$ cat src/rtl/tensor_mac_pkg.sv
// Shared types and sizing helpers for the tensor MAC engine.
package tensor_mac_pkg;

  localparam int unsigned BYTE_W = 8;

  typedef logic [BYTE_W-1:0] byte_t;

  typedef enum logic [1:0] {
    ST_IDLE    = 2'd0,
    ST_LOAD    = 2'd1,
    ST_COMPUTE = 2'd2
  } state_e;

  function automatic int unsigned elem_count(input int unsigned n);
    return n * n;
  endfunction

  function automatic int unsigned bytes_per_elem(input int unsigned acc_w);
    return acc_w / BYTE_W;
  endfunction

  function automatic int unsigned stream_bytes(input int unsigned n, input int unsigned acc_w);
    return elem_count(n) * bytes_per_elem(acc_w);
  endfunction

  // Full-width unsigned dot product of n byte pairs.
  function automatic int unsigned dot_width(input int unsigned n);
    return 2 * BYTE_W + $clog2(n);
  endfunction

endpackage

$ cat src/rtl/dot_product_unit.sv
// Combinational unsigned dot product of one matrix row with one matrix column.
module dot_product_unit
  import tensor_mac_pkg::*;
#(
  parameter int unsigned N = 2
) (
  input  logic [N-1:0][BYTE_W-1:0] row_i,
  input  logic [N-1:0][BYTE_W-1:0] col_i,
  output logic [dot_width(N)-1:0]  dot_o
);

  localparam int unsigned DOT_W = dot_width(N);

  logic [DOT_W-1:0] prod [N];
  logic [DOT_W-1:0] total;

  for (genvar m = 0; m < N; m++) begin : g_prod
    assign prod[m] = DOT_W'(row_i[m]) * DOT_W'(col_i[m]);
  end

  always_comb begin
    total = '0;
    for (int m = 0; m < N; m++) begin
      total = total + prod[m];
    end
  end

  assign dot_o = total;

endmodule

$ cat src/rtl/tensor_mac_engine.sv
// Byte-streamed NxN matrix multiply-accumulate: load A then B, compute one
// saturating accumulator element per cycle, read results back LSB-first.
module tensor_mac_engine
  import tensor_mac_pkg::*;
#(
  parameter int unsigned N     = 2,
  parameter int unsigned ACC_W = 24
) (
  input  logic              clk,
  input  logic              rst,
  input  logic [BYTE_W-1:0] data_in,
  input  logic              wr_en,
  input  logic              accu_en,
  input  logic              clear,
  input  logic              rd_en,
  output logic [BYTE_W-1:0] data_out,
  output logic              out_valid,
  output logic              busy,
  output logic              done,
  output logic              ovf
);

  localparam int unsigned NN    = elem_count(N);
  localparam int unsigned BPE   = bytes_per_elem(ACC_W);
  localparam int unsigned LD_W  = $clog2(2 * NN);
  localparam int unsigned IX_W  = $clog2(N);
  localparam int unsigned EL_W  = $clog2(NN);
  localparam int unsigned BY_W  = $clog2(BPE);
  localparam int unsigned DOT_W = dot_width(N);
  localparam int unsigned SUM_W = ((ACC_W > DOT_W) ? ACC_W : DOT_W) + 1;

  typedef logic [ACC_W-1:0] acc_t;
  localparam acc_t ACC_MAX = '1;

  state_e          state_q, state_d;
  logic [LD_W-1:0] ld_q, ld_d;
  logic [IX_W-1:0] i_q, i_d, j_q, j_d;
  logic [EL_W-1:0] k_q, k_d;
  logic [EL_W-1:0] rd_el_q, rd_el_d;
  logic [BY_W-1:0] rd_by_q, rd_by_d;
  logic            accu_q, accu_d;
  logic            ovf_q, ovf_d;
  logic            done_q, done_d;
  logic            vld_q, vld_d;
  logic            busy_q, busy_d;
  byte_t           dout_q, dout_d;
  byte_t           a_q [NN];
  byte_t           a_d [NN];
  byte_t           b_q [NN];
  byte_t           b_d [NN];
  acc_t            acc_q [NN];
  acc_t            acc_d [NN];

  logic [N-1:0][BYTE_W-1:0] row, col;
  logic [DOT_W-1:0]         dot;
  logic [SUM_W-1:0]         sum;
  acc_t                     rd_word;
  byte_t                    rd_byte;

  // Operand gather for the element currently being computed (row i of A, column j of B).
  for (genvar m = 0; m < N; m++) begin : g_opnd
    assign row[m] = a_q[EL_W'(i_q * N + m)];
    assign col[m] = b_q[EL_W'(m * N + j_q)];
  end

  dot_product_unit #(.N(N)) u_dot (
    .row_i (row),
    .col_i (col),
    .dot_o (dot)
  );

  assign sum     = accu_q ? (SUM_W'(acc_q[k_q]) + SUM_W'(dot)) : SUM_W'(dot);
  assign rd_word = acc_q[rd_el_q];
  assign rd_byte = BYTE_W'(rd_word >> (BYTE_W * rd_by_q));

  always_comb begin
    state_d = state_q;
    ld_d    = ld_q;
    i_d     = i_q;
    j_d     = j_q;
    k_d     = k_q;
    rd_el_d = rd_el_q;
    rd_by_d = rd_by_q;
    accu_d  = accu_q;
    ovf_d   = ovf_q;
    dout_d  = dout_q;
    a_d     = a_q;
    b_d     = b_q;
    acc_d   = acc_q;
    done_d  = 1'b0;
    vld_d   = 1'b0;

    case (state_q)
      ST_IDLE: begin
        if (clear) begin
          acc_d   = '{default: '0};
          ovf_d   = 1'b0;
          rd_el_d = '0;
          rd_by_d = '0;
        end
        // A write always wins; a read is also dropped when clear is present.
        if (wr_en) begin
          a_d[0]  = data_in;
          ld_d    = LD_W'(1);
          state_d = ST_LOAD;
        end else if (rd_en && !clear) begin
          dout_d = rd_byte;
          vld_d  = 1'b1;
          if (rd_by_q == BY_W'(BPE - 1)) begin
            rd_by_d = '0;
            rd_el_d = (rd_el_q == EL_W'(NN - 1)) ? '0 : rd_el_q + 1'b1;
          end else begin
            rd_by_d = rd_by_q + 1'b1;
          end
        end
      end

      ST_LOAD: begin
        if (wr_en) begin
          if (ld_q < LD_W'(NN)) begin
            a_d[EL_W'(ld_q)] = data_in;
          end else begin
            b_d[EL_W'(ld_q - LD_W'(NN))] = data_in;
          end
          if (ld_q == LD_W'(2 * NN - 1)) begin
            state_d = ST_COMPUTE;
            accu_d  = accu_en;
            ld_d    = '0;
            i_d     = '0;
            j_d     = '0;
            k_d     = '0;
          end else begin
            ld_d = ld_q + 1'b1;
          end
        end
      end

      ST_COMPUTE: begin
        if (sum > SUM_W'(ACC_MAX)) begin
          acc_d[k_q] = ACC_MAX;
          ovf_d      = 1'b1;
        end else begin
          acc_d[k_q] = ACC_W'(sum);
        end
        if (j_q == IX_W'(N - 1)) begin
          j_d = '0;
          i_d = i_q + 1'b1;
        end else begin
          j_d = j_q + 1'b1;
        end
        k_d = k_q + 1'b1;
        if (k_q == EL_W'(NN - 1)) begin
          state_d = ST_IDLE;
          done_d  = 1'b1;
          i_d     = '0;
          j_d     = '0;
          k_d     = '0;
          rd_el_d = '0;
          rd_by_d = '0;
        end
      end

      default: state_d = ST_IDLE;
    endcase

    busy_d = (state_d != ST_IDLE);
  end

  always_ff @(posedge clk) begin
    if (rst) begin
      state_q <= ST_IDLE;
    end else begin
      state_q <= state_d;
    end
  end

  always_ff @(posedge clk) begin
    if (rst) begin
      ld_q    <= '0;
      i_q     <= '0;
      j_q     <= '0;
      k_q     <= '0;
      rd_el_q <= '0;
      rd_by_q <= '0;
      accu_q  <= 1'b0;
      ovf_q   <= 1'b0;
      done_q  <= 1'b0;
      vld_q   <= 1'b0;
      busy_q  <= 1'b0;
      dout_q  <= '0;
      a_q     <= '{default: '0};
      b_q     <= '{default: '0};
      acc_q   <= '{default: '0};
    end else begin
      ld_q    <= ld_d;
      i_q     <= i_d;
      j_q     <= j_d;
      k_q     <= k_d;
      rd_el_q <= rd_el_d;
      rd_by_q <= rd_by_d;
      accu_q  <= accu_d;
      ovf_q   <= ovf_d;
      done_q  <= done_d;
      vld_q   <= vld_d;
      busy_q  <= busy_d;
      dout_q  <= dout_d;
      a_q     <= a_d;
      b_q     <= b_d;
      acc_q   <= acc_d;
    end
  end

  assign data_out  = dout_q;
  assign out_valid = vld_q;
  assign busy      = busy_q;
  assign done      = done_q;
  assign ovf       = ovf_q;

endmodule
$ cat config.mk
export PLATFORM = sky130hd
export DESIGN_NAME = tensor_mac_engine
export DESIGN_NICKNAME = d
export VERILOG_FILES = /design/src/rtl/tensor_mac_pkg.sv /design/src/rtl/dot_product_unit.sv /design/src/rtl/tensor_mac_engine.sv
export SDC_FILE = /design/constraint.sdc
export NUM_CORES = 1
export LEC_CHECK = 0
export ABC_CLOCK_PERIOD_IN_PS = 8900
export CAP_MARGIN = 20
export CORE_ASPECT_RATIO = 1.5
export CORE_MARGIN = 2
export CORE_UTILIZATION = 42
export DETAILED_ROUTE_END_ITERATION = 7
export PLACE_DENSITY = 0.56
export SYNTH_ARGS = -nofsm -noshare
export SYNTH_HDL_FRONTEND = slang
export SYNTH_SLANG_ARGS = --single-unit
$ cat constraint.sdc
create_clock -name clk -period 8.9 [get_ports clk]
set_input_delay 1.78 -clock clk [delete_from_list [all_inputs] [get_ports clk]]
set_output_delay 1.78 -clock clk [all_outputs]
set_load 0.01 [all_outputs]
; ---- Word level (Yosys, flattened, before mapping)
; Cells that the tools add are included.
[totals]
input_bits = 14
word_cells = 175
register_bits = 186
out_inout_bits = 12
[op_classes]
multipliers = 2
muxes = 73
n_shift = 1
magnitude_cmp = 13
reduce_logical = 23
n_addsub = 11
n_bitwise = 13
eq_ne = 14
[op_table]
columns = op, count
row1 = $mux 96, 2
row2 = $pmux 96 s2, 1
row3 = $mux 24, 5
row4 = $bmux 24 s2, 2
row5 = $bwmux 96, 1
row6 = $or 96x96->96, 1
row7 = $mux 8, 11
row8 = $bmux 8 s2, 4
row9 = $bwmux 32, 2
row10 = $mux 32, 2
row11 = $demux 24 s2, 1
row12 = $mux 2, 17
row13 = $demux 8 s2, 2
row14 = $mul 8x8->16, 2
row15 = $add 24x17->25, 1
row16 = $gt 25x24->1 const B, 1
row17 = $mux 25, 1
row18 = $ge 3x3->1 const B, 8
row19 = $shr 24x5->8, 1
row20 = $not 2->3, 7
row21 = $reduce_and 3->1, 7
row22 = $add 16x16->17, 1
row23 = $pmux 8 s2, 1
row24 = $ne 2x2->1 const B, 7
row25 = other kinds (27), 62

; ---- Longest topological paths before layout
; Gate-level depths: netlist (run 1).
[depth]
depth_word = 12
mapped_depth = 32
mapped_depth_nobuf = 29

; ---- Modules after synthesis
; A second synthesis (run 1) with hierarchy kept.
[unflattened]
cells_unflattened = 1637
hier_area_um2 = 14312.5
[modules_own_cells]
columns = module, cells_per_inst, area_each_um2, n_inst
row1 = tensor_mac_engine, 1134, 9883.2, 1
row2 = dot_product_unit, 503, 4429.2, 1

; ---- Worst setup path before layout (run 1)
; OpenSTA, ideal clock, no wires.
[synth_timing]
path_type = register to register
startpoint = register j_q
endpoint = register acc_q[20] (netlist name)
setup_slack_ns = 1.030
period_less_slack_ns = 7.870
path_stages_with_launch = 31
arrival_time_ns = 7.753
path_cell_list = dfxtp_1 -> clkbuf_1 -> clkbuf_1 -> mux2i_1 -> nor2_1 -> fa_1 -> inv_1 -> fa_1 -> inv_1 -> fa_1 -> fa_1 -> fa_1 -> inv_1 -> fa_1 -> inv_1 -> ha_1 -> nor3_1 -> nor4_1 -> and2_1 -> a21o_1 -> o21a_1 -> nor2_1 -> xnor2_1 -> ha_1 -> clkbuf_1 -> nand2_1 -> o21ai_0 -> a21oi_4 -> nor2_1 -> mux2_2 -> a32o_1
[synth_via]
elab_chain_cells = 12
[synth_rtl]
columns = item, line_no
row1 = from (decl), tensor_mac_engine.sv:37  ; logic [IX_W-1:0] i_q, i_d, j_q, j_d;
row2 = from (signal assigned), tensor_mac_engine.sv:197  ; j_q <= j_d;
row3 = $add 2x1->2, tensor_mac_engine.sv:63  ; assign col[m] = b_q[EL_W'(m * N + j_q)];
row4 = $not 2->3 (implied by the code), tensor_mac_engine.sv:63
row5 = $bmux 8 s2, tensor_mac_engine.sv:63
row6 = $mux 8 (implied by the code) (2 in series), tensor_mac_engine.sv:63
row7 = $mul 8x8->16, dot_product_unit.sv:18  ; assign prod[m] = DOT_W'(row_i[m]) * DOT_W'(col_i[m]);
row8 = $add 16x16->17 *, dot_product_unit.sv:24  ; total = total + prod[m];
row9 = $add 24x17->25, tensor_mac_engine.sv:72  ; assign sum = accu_q ? (SUM_W'(acc_q[k_q]) + SUM_W'(dot)) : SUM_W'(dot);
row10 = $mux 25 *, tensor_mac_engine.sv:72
row11 = $gt 25x24->1 or $bwmux 96 (tied branches), "tensor_mac_engine.sv:139, tensor_mac_engine.sv:143"
row12 = $mux 96 *, tensor_mac_engine.sv:139  ; if (sum > SUM_W'(ACC_MAX)) begin
row13 = $pmux 96 s2 *, tensor_mac_engine.sv:93  ; case (state_q)
row14 = to (signal assigned), tensor_mac_engine.sv:193  ; acc_q <= '{default: '0};
row15 = to (signal assigned), tensor_mac_engine.sv:209  ; acc_q <= acc_d;
row16 = to (decl), tensor_mac_engine.sv:51  ; acc_t acc_q [NN];
; Mark *: on every way between the ends. The rest lies on a longest branch, timed or not. The select of a mux whose other input is x is not followed.
; A chain may end at the register's enable or synchronous reset.

; ---- Worst setup path in the final report (run 1)
[layout_timing]
startpoint = register i_q
endpoint = register acc_q[64] (netlist name)
[layout_via]
elab_chain_cells = 12
[layout_rtl]
columns = item, line_no
row1 = from (decl), tensor_mac_engine.sv:37
row2 = from (signal assigned), tensor_mac_engine.sv:196  ; i_q <= i_d;
row3 = $add 2x1->2, tensor_mac_engine.sv:62  ; assign row[m] = a_q[EL_W'(i_q * N + m)];
row4 = $not 2->3 (implied by the code), tensor_mac_engine.sv:62
row5 = $bmux 8 s2, tensor_mac_engine.sv:62
row6 = $mux 8 (implied by the code) (2 in series), tensor_mac_engine.sv:62
row7 = $mul 8x8->16, dot_product_unit.sv:18
row8 = $add 16x16->17 *, dot_product_unit.sv:24
row9 = $add 24x17->25, tensor_mac_engine.sv:72
row10 = $mux 25 *, tensor_mac_engine.sv:72
row11 = $gt 25x24->1 or $bwmux 96 (tied branches), "tensor_mac_engine.sv:139, tensor_mac_engine.sv:143"
row12 = $mux 96 *, tensor_mac_engine.sv:139
row13 = $pmux 96 s2 *, tensor_mac_engine.sv:93
; Marks and branches as above.

==> results of run 1 <==
## stage by stage
step / setup WS, ns / hold slack, ns / cells / cell area (um2) / util, %
6_report: 0.478 / 0.459 / 2054 / 15700 / 47.0
4_1_cts: 0.210 / 0.460 / 2053 / 15700 / 47.0
3_5_place_dp: 0.276 / 0.447 / 2021 / 15100 / 45.1
3_3_place_gp: 0.259 / 0.441 / 2021 / 15100 / 45.1
2_1_floorplan: 1.03 / 0.436 / 1610 / 14200 / -
5_1_grt: 0.112 / 0.474 / 2054 / 15700 / 47.0
## worst max path at each step
stage | from | endpoint | slack, ns | depth (start not counted)
after global placement | i_q$_SDFFE_PP0P_ | acc_q[40]$_SDFFE_PP0P_ | 0.26 | 25
after global routing | i_q$_SDFFE_PP0P_ | acc_q[57]$_SDFFE_PP0P_ | 0.11 | 28
after detailed placement | i_q$_SDFFE_PP0P_ | acc_q[64]$_SDFFE_PP0P_ | 0.28 | 25
after CTS | i_q$_SDFFE_PP0P_ | acc_q[40]$_SDFFE_PP0P_ | 0.21 | 25
after floorplan | j_q$_SDFFE_PP0P_ | acc_q[20]$_SDFFE_PP0P_ | 1.03 | 30
final | i_q$_SDFFE_PP0P_ | acc_q[64]$_SDFFE_PP0P_ | 0.48 | 25
## worst max-delay path: stages (launching register included)
cell      delay (ns)
dfxtp_2         0.63
mux2i_1         0.72
nand2b_1        0.21
fa_1            0.45
fa_1            0.55
inv_1           0.05
fa_1            0.48
fa_1            0.50
fa_1            0.52
inv_1           0.06
fa_1            0.48
inv_1           0.04
ha_1            0.33
nor3_1          0.25
nor4_1          0.08
and2_1          0.21
a311o_1         0.37
xor2_1          0.26
ha_1            0.37
a21oi_1         0.21
o21ai_0         0.18
a311oi_1        0.34
nor3_1          0.13
or3_1           0.34
a211oi_2        0.37
o31ai_1         0.12
## metal layers
metal  track usage (%)  vias up  wire (um)  part of all wire, %
met5                 0        -          0                    0
met4              15.8        0       2940                  7.1
met3              2.95      118       1270                  3.1
met2              44.4      283      21900                   53
met1              26.3     5804      15500                   37
li1                  -     5626          -                    -
## area by class of cell
class	instances	area share, %
repair buffers	79	4.14
well taps	420	3.34
clock inverters	15	1.31
clock buffers	17	2.71
inverters	150	3.58
flip-flops and latches	186	23.7
multi-input cells	1187	61.2
## state kept, by name (all words and copies together) (netlist names)
| signal | flops |
|---|---|
| a_q | 32 |
| acc_q | 96 |
| accu_q | 1 |
| b_q | 32 |
| busy | 1 |
| data_out | 8 |
| done | 1 |
| i_q | 1 |
| j_q | 1 |
| k_q | 2 |
| ld_q | 3 |
| out_valid | 1 |
| ovf | 1 |
| rd_by_q | 2 |
| rd_el_q | 2 |
| state_q | 2 |
## cells by family (layout without fill, tap and decap cells)
group                      Yosys count  after routing  share of synthesized area (%)
and+or+nand+nor                    525            525                           16.8
muxes                              106            106                           11.7
adders and majority gates          190            190                           21.9
buffers and inverters              237            261                           6.41
DFF                                186            186                           26.2
xor gates and xnor gates            29             29                           1.78
AOI/OAI and AO/OA                  337            337                           15.2
## cells in the final DEF, fill, tap and decap left out, types with 16 or more instances in the layout
| cell type | netlist | final |
|---|---|---|
| mux4_2 | 48 | 48 |
| or3_1 | 28 | 28 |
| a21o_1 | 16 | 16 |
| nor2_1 | 152 | 152 |
| mux2i_1 | 50 | 50 |
| ha_1 | 92 | 92 |
| a21oi_1 | 136 | 136 |
| o21ai_0 | 51 | 51 |
| inv_1 | 150 | 150 |
| dfxtp_1 | 186 | 182 |
| nand2_1 | 168 | 168 |
| fa_1 | 98 | 98 |
| nand3_1 | 86 | 86 |
| o211ai_1 | 25 | 25 |
| clkdlybuf4s50_1 | 0 | 24 |
| xnor2_1 | 21 | 21 |
| or2_2 | 30 | 30 |
| clkbuf_16 | 0 | 17 |
| buf_4 | 0 | 54 |
## power groups by stage
| stage | sequential, W | clock (W) | combinational, W |
|---|---|---|---|
| after floorplan | 0.000861 | 0 | 0.0000516 |
| after global placement | 0.000863 | 0 | 0.0000859 |
| after detailed placement | 0.000863 | 0 | 0.0000859 |
| after CTS | 0.000843 | 0.000832 | 0.0000861 |
| after global routing | 0.000844 | 0.000862 | 0.0000934 |
| final | 0.000843 | 0.000811 | 0.0000868 |
==> impl_metrics.env, run 1 <==
export IMPL_wire_per_inst_um=20.3
export IMPL_yosysWarnings=0
export IMPL_finClkSkew_ns=0.0234
export IMPL_period_share_pct=94.6
export IMPL_vias=11800
export IMPL_synth_cells=1610
export IMPL_crit_arrival_ns=8.74
export IMPL_synthArstFlopShare_pct=0
export IMPL_synth_common_cells="186 x dfxtp_1, 168 x nand2_1, 152 x nor2_1"
export IMPL_clkLatencyLatePin_ns=0.47
export IMPL_r2r_cells=25
export IMPL_root_buffer="clkbuf_16"
export IMPL_cts_tree="done"
export IMPL_cts_resized=0
export IMPL_synth_area_leader_cell="dfxtp_1"
export IMPL_cts_setup_buffers=0
export IMPL_hold_end="a_q[18]$_SDFFE_PP0P_"
export IMPL_viasPerCell=5.76
export IMPL_portBuffers=25
export IMPL_tightest_slew_ns=1.06
export IMPL_rrSetupSlack_ns=0.48
export IMPL_track_usage_pct=24.3
export IMPL_dieArea_um2=35400
export IMPL_grt_ovfl_total=0
export IMPL_first_pass_iters=5
export IMPL_drc=0
export IMPL_setup_tns_ns=0
export IMPL_initial_core_util_pct=42.6
export IMPL_grt_max_degree=80
export IMPL_yosysSeqAreaShare_pct=26.2
export IMPL_r2r_end="acc_q[64]$_SDFFE_PP0P_"
export IMPL_synth_nets=1814
export IMPL_synth_top_area_share_pct=26.2
export IMPL_max_freq_ghz=0.119
export IMPL_cts_buffer_depth=2
export IMPL_hp_start="a_q[18]$_SDFFE_PP0P_"
export IMPL_p_int_w=0.00125
export IMPL_cp_max_fo=15
export IMPL_place_congestion=0.939
export IMPL_avgSynthCellArea_um2=8.84
export IMPL_ir_worst_vdd_mv=0.196
export IMPL_maxSlewViolCount=0
export IMPL_synth_edff_count=0
export IMPL_switching_power_w=0.000487
export IMPL_rsz0062_at_grt="no"
export IMPL_grt_pass1_wl_mm=66.7
export IMPL_synth_area_um2=14200
export IMPL_nNetsFinal=1825
export IMPL_htreeDepth=4
export IMPL_worstPathRequired_ns=9.22
export IMPL_fp_dieW_um=154
export IMPL_holdPathStages=2
export IMPL_synth_most_common_cell="dfxtp_1"
export IMPL_clock_sinks=186
export IMPL_final_layout_size_suffix_gt1_share_pct=11.8
export IMPL_fillCellCount=3301
export IMPL_power_per_cell_area_nw_per_um2=111
export IMPL_synth_area_leaders="dfxtp_1 26%, fa_1 14%, ha_1 8.1%"
export IMPL_end_kind="register"
export IMPL_pwr_share_comb_pct=5.0
export IMPL_hold_violations=0
export IMPL_core_area_um2=33400
export IMPL_cts_buffers=17
export IMPL_grt_pass1_vias=12300
export IMPL_drt_iter0_markers=726
export IMPL_finalSetupViolCount=0
export IMPL_cts_hold_buf=0
export IMPL_clk_pin_slew_worst_paths_ns=0.09
export IMPL_multi_input_area_um2=9620
export IMPL_synth_cell_type_count=66
export IMPL_finalPower_w=0.00174
export IMPL_switching_share_pct=27.9
export IMPL_antenna_left=0
export IMPL_startpoint_type="register"
export IMPL_syn_to_final_growth_pct=10.4
export IMPL_drv_cap=0
export IMPL_antenna_cells=0
export IMPL_p_leak_nw=6.20
export IMPL_core_rowCount=82
export IMPL_antenna_found_initial=0
export IMPL_seq_power_share_pct=48.4
export IMPL_die_h_um=229
export IMPL_wirelength_mm=41.6
export IMPL_relSlewSlack_pct=27.6
export IMPL_pwr_share_clk_pct=46.6
export IMPL_outcome="completed"
export IMPL_ys_ff_latch=186
export IMPL_worstSetupPathType="reg2reg"
export IMPL_period_needed_ns=8.42
export IMPL_detailed_place_hpwl_mm=31.6
export IMPL_io_pins=26
export IMPL_regArea_um2=3730
export IMPL_hold_class="reg2reg"
export IMPL_yosys_most_used_dff="dfxtp_1"
export IMPL_r2r_start="i_q$_SDFFE_PP0P_"
No activity file was read; power rests on OpenSTA's default activity.
==> inputs of run 2 (changes only) <==
--- a/config.mk
+++ b/config.mk
@@ -5,13 +5,13 @@
 export SDC_FILE = /design/constraint.sdc
 export NUM_CORES = 1
 export LEC_CHECK = 0
-export ABC_CLOCK_PERIOD_IN_PS = 8900
+export ABC_CLOCK_PERIOD_IN_PS = 7600
 export CAP_MARGIN = 20
 export CORE_ASPECT_RATIO = 1.5
 export CORE_MARGIN = 2
 export CORE_UTILIZATION = 42
 export DETAILED_ROUTE_END_ITERATION = 7
-export PLACE_DENSITY = 0.56
+export PLACE_DENSITY = 0.59
 export SYNTH_ARGS = -nofsm -noshare
 export SYNTH_HDL_FRONTEND = slang
 export SYNTH_SLANG_ARGS = --single-unit
==> constraint.sdc (replaced) <==
create_clock -name clk -period 7.6 [get_ports clk]
set_input_delay 1.52 -clock clk [delete_from_list [all_inputs] [get_ports clk]]
set_output_delay 1.52 -clock clk [all_outputs]
set_load 0.01 [all_outputs]
==> impl_metrics.env, run 2 (synthesis results as in run 1) <==
export IMPL_layout_common_cells="181 x dfxtp_1, 177 x buf_4, 164 x nand2_1"
export IMPL_syn_to_final_growth_pct=25.5
export IMPL_path_common_cell="fa_1"
export IMPL_track_usage_pct=24.8
export IMPL_nNetsFinal=1978
export IMPL_cp_slowest_cell="fa_1"
export IMPL_cpPeakStageDelay_ns=0.52
export IMPL_antenna_cells=0
export IMPL_wirelength_mm=43.7
export IMPL_end_kind="register"
export IMPL_ir_worst_vdd_mv=0.185
export IMPL_viasPerCell=5.69
export IMPL_final_common_cell="dfxtp_1"
export IMPL_power_per_cell_area_nw_per_um2=115
export IMPL_vias=12600
export IMPL_detailed_place_hpwl_mm=32.4
export IMPL_period_share_pct=98.7
export IMPL_reg_largest_list="acc_q (96), a_q (32), b_q (32)"
export IMPL_fillCellCount=3061
export IMPL_clk_pin_slew_worst_paths_ns=0.08
export IMPL_place_congestion=0.929
export IMPL_startpoint_type="register"
export IMPL_clock_sinks=186
export IMPL_grt_pass1_vias=12700
export IMPL_finClkSkew_ns=0.0145
export IMPL_relSlewSlack_pct=30.5
export IMPL_clkLatencyLatePin_ns=0.46
export IMPL_antenna_found_initial=0
export IMPL_core_rowCount=82
export IMPL_io_pins=26
export IMPL_fin_area_um2=17900
export IMPL_maxSlewViolCount=0
export IMPL_cp_max_fo=8
export IMPL_largest_register_ff_count=96
export IMPL_drc=0
export IMPL_crit_arrival_ns=7.85
export IMPL_wire_per_inst_um=19.8
export IMPL_initial_core_util_pct=42.6
export IMPL_antenna_left=0
export IMPL_cts_hold_buf=0
export IMPL_cts_tree="done"
export IMPL_p_leak_nw=7.10
export IMPL_portBuffers=25
export IMPL_final_layout_size_suffix_gt1_share_pct=25.7
export IMPL_cts_buffer_depth=2
export IMPL_grt_max_degree=98
export IMPL_largest_register="acc_q"
export IMPL_die_h_um=229
export IMPL_cts_buffers=17
export IMPL_outcome="completed"
export IMPL_grt_ovfl_total=0
export IMPL_highest_layer="met4"
export IMPL_finalPower_w=0.00205
export IMPL_holdWs_ns=0.459
export IMPL_root_buffer="clkbuf_16"
export IMPL_hold_violations=0
export IMPL_setup_tns_ns=0
export IMPL_regArea_um2=3730
export IMPL_worstPathRequired_ns=7.95
export IMPL_period_needed_ns=7.50
export IMPL_fp_dieW_um=154
export IMPL_first_pass_iters=5
export IMPL_dieArea_um2=35400
export IMPL_drv_cap=0
export IMPL_worstSetupPathType="reg2reg"
export IMPL_tightest_slew_ns=1.04
export IMPL_core_area_um2=33400
export IMPL_grt_pass1_wl_mm=68.5
export IMPL_hold_class="reg2reg"
export IMPL_rsz0062_at_grt="yes"
export IMPL_drt_iter0_markers=883
export IMPL_drt_met1_wl_mm=16.2
export IMPL_route_met3_wl_mm=1.34
export IMPL_max_freq_ghz=0.133
export IMPL_multi_input_area_um2=10500
export IMPL_finalSetupViolCount=0
export IMPL_dpl_cell_area_um2=16000
export IMPL_htreeDepth=4
export IMPL_wl_met2_mm=23.2
==> run 2: report_power, final <==
group / switching (W) / leakage, nW / internal (W)
registers: 0.00000703 / 1.50 / 0.000981
clock network: 0.000463 / 0.302 / 0.000478
logic: 0.0000780 / 5.30 / 0.0000410
==> run 2: area by class of cell <==
cell class | instances | share of cell area (%)
Multi-Input combinational cell | 1188 | 58.5
Clock inverter | 15 | 1.07
Tap cell | 420 | 2.94
Inverter | 150 | 3.15
Sequential cell | 186 | 20.9
Clock buffer | 17 | 2.38
Timing Repair Buffer | 231 | 11.0
==> run 2: final timing paths <==
kind / from / end / slack, ns / cells past startpoint
hold reg to reg: b_q[10]$_SDFFE_PP0P_ / b_q[10]$_SDFFE_PP0P_ / 0.46 / 2
setup reg to reg: j_q$_SDFFE_PP0P_ / acc_q[82]$_SDFFE_PP0P_ / 0.1 / 31
hold / removal: b_q[10]$_SDFFE_PP0P_ / b_q[10]$_SDFFE_PP0P_ / 0.46 / 2
setup / recovery: j_q$_SDFFE_PP0P_ / acc_q[82]$_SDFFE_PP0P_ / 0.1 / 31
==> run 2: metrics by stage <==
stage	worst slack, ns	std cells	utilization (%)
after floorplan	0.0525	1610	-
after global placement	-0.456	2136	47.9
after detailed placement	-0.453	2136	47.9
after CTS	0.00876	2176	50.6
after global routing	-0.107	2207	53.4
final	0.0987	2207	53.4
==> run 2: routing by layer <==
metal  track usage, %  up-vias
met3             2.78      129
met2             45.7      342
met4             14.5        0
met5                0        -
li1                 -     5925
met1             27.2     6169
==> run 2: worst max-delay path, delay by kind of cell, from the launching register on <==
| kind | cells | cell delay [ns] |
|---|---|---|
| compound gates | 7 | 1.32 |
| buf+inv | 8 | 0.80 |
| simple gates | 6 | 0.84 |
| fa+ha+maj | 8 | 3.51 |
| flops | 1 | 0.41 |
| xor+xnor | 1 | 0.15 |
| mux | 1 | 0.33 |
==> run 2: what timing repair did <==
action / 4_1_cts / 5_1_grt
buffers inserted: 6 / 35
endpoints found under the hold margin: 0 / 0
pin swaps: 21 / 87
endpoints found under the setup margin: 97 / 97
gates resized for setup: 40 / 147
cloned: 2 / 1
